==> src/rtl/video_shifter.sv <==
// Mac Plus pixel serializer: one-word hold buffer feeding an MSB-first shifter,
// with hsync, vsync and the active flag delayed to stay aligned with the pixels.
module video_shifter #(
    parameter int SYNC_DELAY = 16,
    parameter bit INVERT     = 1'b1
) (
    input  logic        clk,
    input  logic        _reset,
    input  logic        clk8_en_p,
    input  logic        clk8_en_n,
    input  logic        loadPixels,
    input  logic [15:0] dataIn,
    input  logic        _hblank,
    input  logic        _vblank,
    input  logic        hsync,
    input  logic        vsync,
    input  logic        underrun_clr,
    output logic        video,
    output logic        hsync_out,
    output logic        vsync_out,
    output logic        de_out,
    output logic        underrun
);

    logic                  tick;
    logic                  act;
    logic                  rise;
    logic                  boundary;
    logic [3:0]            phase;

    logic [3:0]            cnt_q, cnt_d;
    logic                  act_prev_q, act_prev_d;
    logic [15:0]           hold_q, hold_d;
    logic                  hold_v_q, hold_v_d;
    logic [15:0]           shreg_q, shreg_d;
    logic                  underrun_q, underrun_d;
    logic [SYNC_DELAY-1:0] hs_q, hs_d;
    logic [SYNC_DELAY-1:0] vs_q, vs_d;
    logic [SYNC_DELAY-1:0] de_q, de_d;

    // The first active tick is phase 0 even though cnt still reads 0 from blanking.
    always_comb begin
        tick     = clk8_en_p | clk8_en_n;
        act      = _hblank & _vblank;
        rise     = act & ~act_prev_q;
        phase    = rise ? 4'd0 : cnt_q;
        boundary = tick & act & (phase == 4'hF);
    end

    // NOTE: every signal gets its hold value first so no path through this block infers a latch.
    always_comb begin
        cnt_d      = cnt_q;
        act_prev_d = act_prev_q;
        hold_d     = hold_q;
        hold_v_d   = hold_v_q;
        shreg_d    = shreg_q;
        hs_d       = hs_q;
        vs_d       = vs_q;
        de_d       = de_q;

        if (tick) begin
            act_prev_d = act;
            if (!act)     cnt_d = 4'd0;
            else if (rise) cnt_d = 4'd1;
            else          cnt_d = cnt_q + 4'd1;

            if (boundary) begin
                shreg_d  = hold_v_q ? hold_q : 16'h0000;
                hold_v_d = 1'b0;
            end else begin
                shreg_d  = {shreg_q[14:0], 1'b0};
            end

            // A load on the boundary tick lands after the transfer has taken the old word.
            if (loadPixels) begin
                hold_d   = dataIn;
                hold_v_d = 1'b1;
            end

            hs_d[0] = hsync;
            vs_d[0] = vsync;
            de_d[0] = act;
            for (int i = 1; i < SYNC_DELAY; i++) begin
                hs_d[i] = hs_q[i-1];
                vs_d[i] = vs_q[i-1];
                de_d[i] = de_q[i-1];
            end
        end
    end

    // Set beats clear; the clear acts on any clock, not just ticks.
    always_comb begin
        underrun_d = underrun_q;
        if (boundary && !hold_v_q) underrun_d = 1'b1;
        else if (underrun_clr)     underrun_d = 1'b0;
    end

    // NOTE: sequential state uses non-blocking assignments so all registers update together.
    always_ff @(posedge clk or negedge _reset) begin
        if (!_reset) begin
            cnt_q      <= 4'd0;
            act_prev_q <= 1'b0;
            hold_q     <= 16'h0000;
            hold_v_q   <= 1'b0;
            shreg_q    <= 16'h0000;
            underrun_q <= 1'b0;
            hs_q       <= '1;
            vs_q       <= '1;
            de_q       <= '0;
        end else begin
            cnt_q      <= cnt_d;
            act_prev_q <= act_prev_d;
            hold_q     <= hold_d;
            hold_v_q   <= hold_v_d;
            shreg_q    <= shreg_d;
            underrun_q <= underrun_d;
            hs_q       <= hs_d;
            vs_q       <= vs_d;
            de_q       <= de_d;
        end
    end

    assign hsync_out = hs_q[SYNC_DELAY-1];
    assign vsync_out = vs_q[SYNC_DELAY-1];
    assign de_out    = de_q[SYNC_DELAY-1];
    assign video     = de_out ? (shreg_q[15] ^ INVERT) : 1'b0;
    assign underrun  = underrun_q;

endmodule

==> config.mk <==
export PLATFORM = sky130hd
export DESIGN_NAME = video_shifter
export DESIGN_NICKNAME = d
export VERILOG_FILES = /design/src/rtl/video_shifter.sv
export SDC_FILE = /design/constraint.sdc
export NUM_CORES = 1
export LEC_CHECK = 0
export CAP_MARGIN = 5
export CORE_AREA = 2 2 65 98
export CTS_CLUSTER_SIZE = 28
export DETAILED_ROUTE_END_ITERATION = 8
export DIE_AREA = 0 0 67 100
export GPL_TIMING_DRIVEN = 0
export PLACE_DENSITY_LB_ADDON = 0.08
export SYNTH_ARGS = -nofsm -noshare
export SYNTH_HDL_FRONTEND = slang
export SYNTH_SLANG_ARGS = --single-unit
==> constraint.sdc <==
create_clock -name clk -period 3 [get_ports clk]
set_clock_uncertainty 0.2 [all_clocks]
set_input_delay 0.45 -clock clk [delete_from_list [all_inputs] [get_ports clk]]
set_output_delay 0.45 -clock clk [all_outputs]
set_load 0.01 [all_outputs]
After elaboration in Yosys (flattened, before gate mapping)
Cells that the tools add are included.

word-level totals
  bits in registers = 87
  bits of input ports = 26
  output and inout bits = 5
  logic and storage cells = 34

operators by class
  add/subtract/negate cells = 1
  equal/unequal tests = 1
  multiplexer cells = 10
  bitwise gates (word level) = 7
  reduce and logical (&&, ||, !) cells = 6

operator list
  kind                                                            count
  16-bit 2-to-1 mux                                               2
  4-bit 2-to-1 mux                                                3
  1-bit 2-to-1 mux                                                5
  4-bit by 1-bit adder with 4-bit output (second input constant)  1
  1-bit bitwise AND                                               4
  4-bit == test (second input constant)                           1
  2-bit AND reduction                                             2
  2-bit nonzero test                                              2
  1-bit NOT                                                       2
  1-bit logical AND                                               1
  1-bit logical NOT                                               1
  1-bit bitwise OR                                                1

Depth between registers and ports, before layout
  depth after elaboration = 7
  depth in mapped cells = 5
  gate-level depth less buffers = 3

Worst setup path before layout
OpenSTA, ideal clock, no wires.

  path type = input to register
  start = input clk8_en_n
  end = register hold_q[10]
  library setup time = 125 ps
  data arrival time = 1491 ps
  required time = 2675 ps
  slack = 1184 ps
  stages = 4
  path buffers = 2
  cells stage by stage = clkbuf_2 o21ai_2 buf_2 mux2_2

on the way
  longest elaborated chain between the ends = 2

ends and longest elaborated chain
  what                           line  source
  from (decl)                    10    input logic clk8_en_n,
  1-bit bitwise OR               43    tick = clk8_en_p | clk8_en_n;
  2-bit AND reduction (no line)  --
  to (signal assigned)           113   hold_q <= hold_d;
  to (decl)                      33    logic [15:0] hold_q, hold_d;

Every way passes these cells.
A chain may end at the register's enable or synchronous reset.

Final worst setup path
  start = input clk8_en_p
  end = register hold_q[6]

on the way
  longest elaborated chain between the ends = 2

ends and longest elaborated chain
  what                           line  source
  from (decl)                    9     input logic clk8_en_p,
  1-bit bitwise OR               43
  2-bit AND reduction (no line)  --

Every way passes these cells.

==> impl_metrics.yaml <==
worst_setup_path:
  path_class: "in -> reg"
  critPathCaptureType: "flip-flop"
  critPathMaxStageDelay_ps: 550
  startpoint_type: "input pin"
  path_cells: "clkdlybuf4s50_1 > o21ai_2 > buf_2 > mux2_2"
  crit_start: "clk8_en_p"
  worstPathRequired_ps: 3040
  slowest_stage: "clkdlybuf4s50_1"
  cp_max_fo: 10
  r2r_start: "cnt_q[0]"
  crit_arrival_ps: 2180
flow_run:
  cap_viol_max_count: 0
clock_network:
  cts_num_sinks: 86
  htreeDepth: 3
  cts_setup_buffers: 0
  root_buffer: "clkbuf_8"
  clk_latency_ps: 360
  cts_max_path_buffers: 2
  clk_transition_reported_paths_ps: 90
  cts_inserted_buffers: 9
  cts_tree: "yes"
floorplan:
  rows: 35
  die-area_sq_um: 6700
  initial_core_util_pct: 58.1
  io_pins: 31
  fp.dieW_um: 67
  dieHeight_um: 100
  core_area_sq_um: 5960
sta:
  slew_violations: 0
  slew_headroom_pct: 66.3
  finalHoldViolations: 0
  holdWs_ps: 297
  rsz0062_at_grt: "false"
  min_period_over_period_pct: 71.2
  final-setup-viol-count: 0
  period_needed_ps: 2140
  max_freq_ghz: 0.468
  worstMarginPinSlew_ps: 501
global_route:
  use_met1_pct: 22.0
  grt_pass1_vias: 2046
  grt_pass1_wl_mm: 9.13
  grt_max_degree: 64
  grt_overflow_total: 0
  antenna_found_initial: 0
  met3_usage_pct: 3.36
  use_met2_pct: 30.3
  grt.busiest_layer: "met2"
  grtUsageTotal_pct: 18.2
placed_design:
  place_area_sq_um: 3870
  place_inst: 325
  portBuffers: 29
  dp_hpwl_mm: 3.80
  place_congestion: 0.708
pwr:
  power_mw: 2.78
  p_per_area_nw_per_um2: 681
  vdd_drop_max_uv: 524
  leakage_nw: 1.76
final_layout:
  diodes: 0
  final_common_cell: "mux2_2"
  stdcell_count: 342
  final_area_sq_um: 4080
  fin_nets: 290
  drive_gt1_share_pct: 50.0
  layout_common_cells: "mux2_2 (63), dfrtp_1 (54), dfstp_2 (32)"
  area_growth_pct: 17.8
yosys:
  ys_seq_elements: 86
  yosys_warnings: 0
  avgSynthCellArea_sq_um: 15.7
  syn-cell-area_sq_um: 3460
  synth_cell_types: 32
  synth_seq_area_share_pct: 63.3
  synthCells: 221
  synth_fp_nets: 248
drt:
  dr.first_iter.drc_count: 59
  drt_first_pass_iters: 6
  route.detailed.drc: 0
  ant_nets: 0
  vias: 1907
  viasPerCell: 5.58
  drt-total-wl_mm: 5.55
  routedWlPerCell_um: 16.2
hold_path:
  worstHoldStart: "de_q[9]"
  hp-class: "reg -> reg"
status:
  status: "completed"
==> timing repair <==
action / in CTS / in global routing
hold buffers: 1 / 0
endpoints found under the hold margin: 7 / 0
resized for setup: 0 / 0
==> cells by family (layout without fill, tap and decap cells) <==
| group | Yosys count | in the layout | synth area share (%) |
|---|---|---|---|
| flip-flops | 86 | 86 | 63.3 |
| multiplexers | 64 | 64 | 20.8 |
| AO/OA/AOI/OAI | 29 | 29 | 7.85 |
| AND/OR/NAND/NOR | 28 | 28 | 5.46 |
| buffers and inverters | 13 | 60 | 2.21 |
| adder cells (fa/ha/maj) | 1 | 1 | 0.361 |
==> synthesized netlist by cell type, drive strengths merged <==
library cell | n | area share (%)
a211oi | 1 | 0.22
a21o | 2 | 0.47
a221o | 15 | 4.5
a22o | 1 | 0.25
a32o | 1 | 0.29
and2 | 15 | 2.7
buf | 9 | 1.7
clkbuf | 2 | 0.25
dfrtp | 54 | 39
dfstp | 32 | 24
ha | 1 | 0.36
inv | 2 | 0.22
mux2 | 63 | 20
mux2i | 1 | 0.29
nand2 | 5 | 0.54
nand3 | 3 | 0.80
nor2 | 1 | 0.18
nor2b | 1 | 0.18
nor4 | 2 | 0.80
nor4b | 1 | 0.25
o21ai | 6 | 0.98
o21ba | 1 | 0.29
o22ai | 1 | 0.18
o32a | 1 | 0.65
==> cell type report <==
type	instances	area, sq um
Buffer	11	68.8
Clock buffer	9	124
Clock inverter	7	72.6
Fill cell	449	1880
Inverter	2	7.51
Multi-Input combinational cell	122	1190
Sequential cell	86	2190
Tap cell	74	92.6
Timing Repair Buffer	31	325
==> worst paths after layout <==
check                           cells past startpoint  slack [ps]           to
worst min-delay path                                1         300     de_q[10]
worst max register to register                      4        1170  shreg_q[10]
worst max-delay path                                4         860    hold_q[6]
worst min register to register                      1         300     de_q[10]
min in group asynchronous                           2         330    hold_q[6]
max in group asynchronous                           3        1620     vs_q[13]
==> through the flow <==
stage	worst slack (ps)	setup TNS [ps]	utilization (%)
floorplan	1180	0	-
CTS	867	0	68.4
detailed placement	478	0	65.0
global placement	-1660	-111060	64.5
finish	863	0	68.4
global route	770	0	68.4
==> per-layer routing <==
metal | vias up | wire length, um | part of all wire (%)
li1 | 891 | - | -
met1 | 984 | 2350 | 42
met2 | 23 | 2910 | 53
met3 | 9 | 156 | 2.8
met4 | 0 | 121 | 2.2
met5 | - | 0 | 0
==> state kept, by name, indices dropped and copies added, names as in the netlist <==
name and count:
shreg_q 16, hold_v_q 1, hs_q 16, cnt_q 4, underrun 1, de_q 16
hold_q 16, vs_q 16
==> where the power goes <==
part           total [mW]  internal, mW  switching, mW
Combinational       0.392         0.257          0.135
Sequential           1.58          1.48          0.104
Clock               0.806         0.387          0.419
==> critical path: cells and delay by family <==
family | cells | cell delay, ps
AO/OA/AOI/OAI | 1 | 460
multiplexers | 1 | 370
buffers and inverters | 2 | 900
No activity file was read; power rests on OpenSTA's default activity.
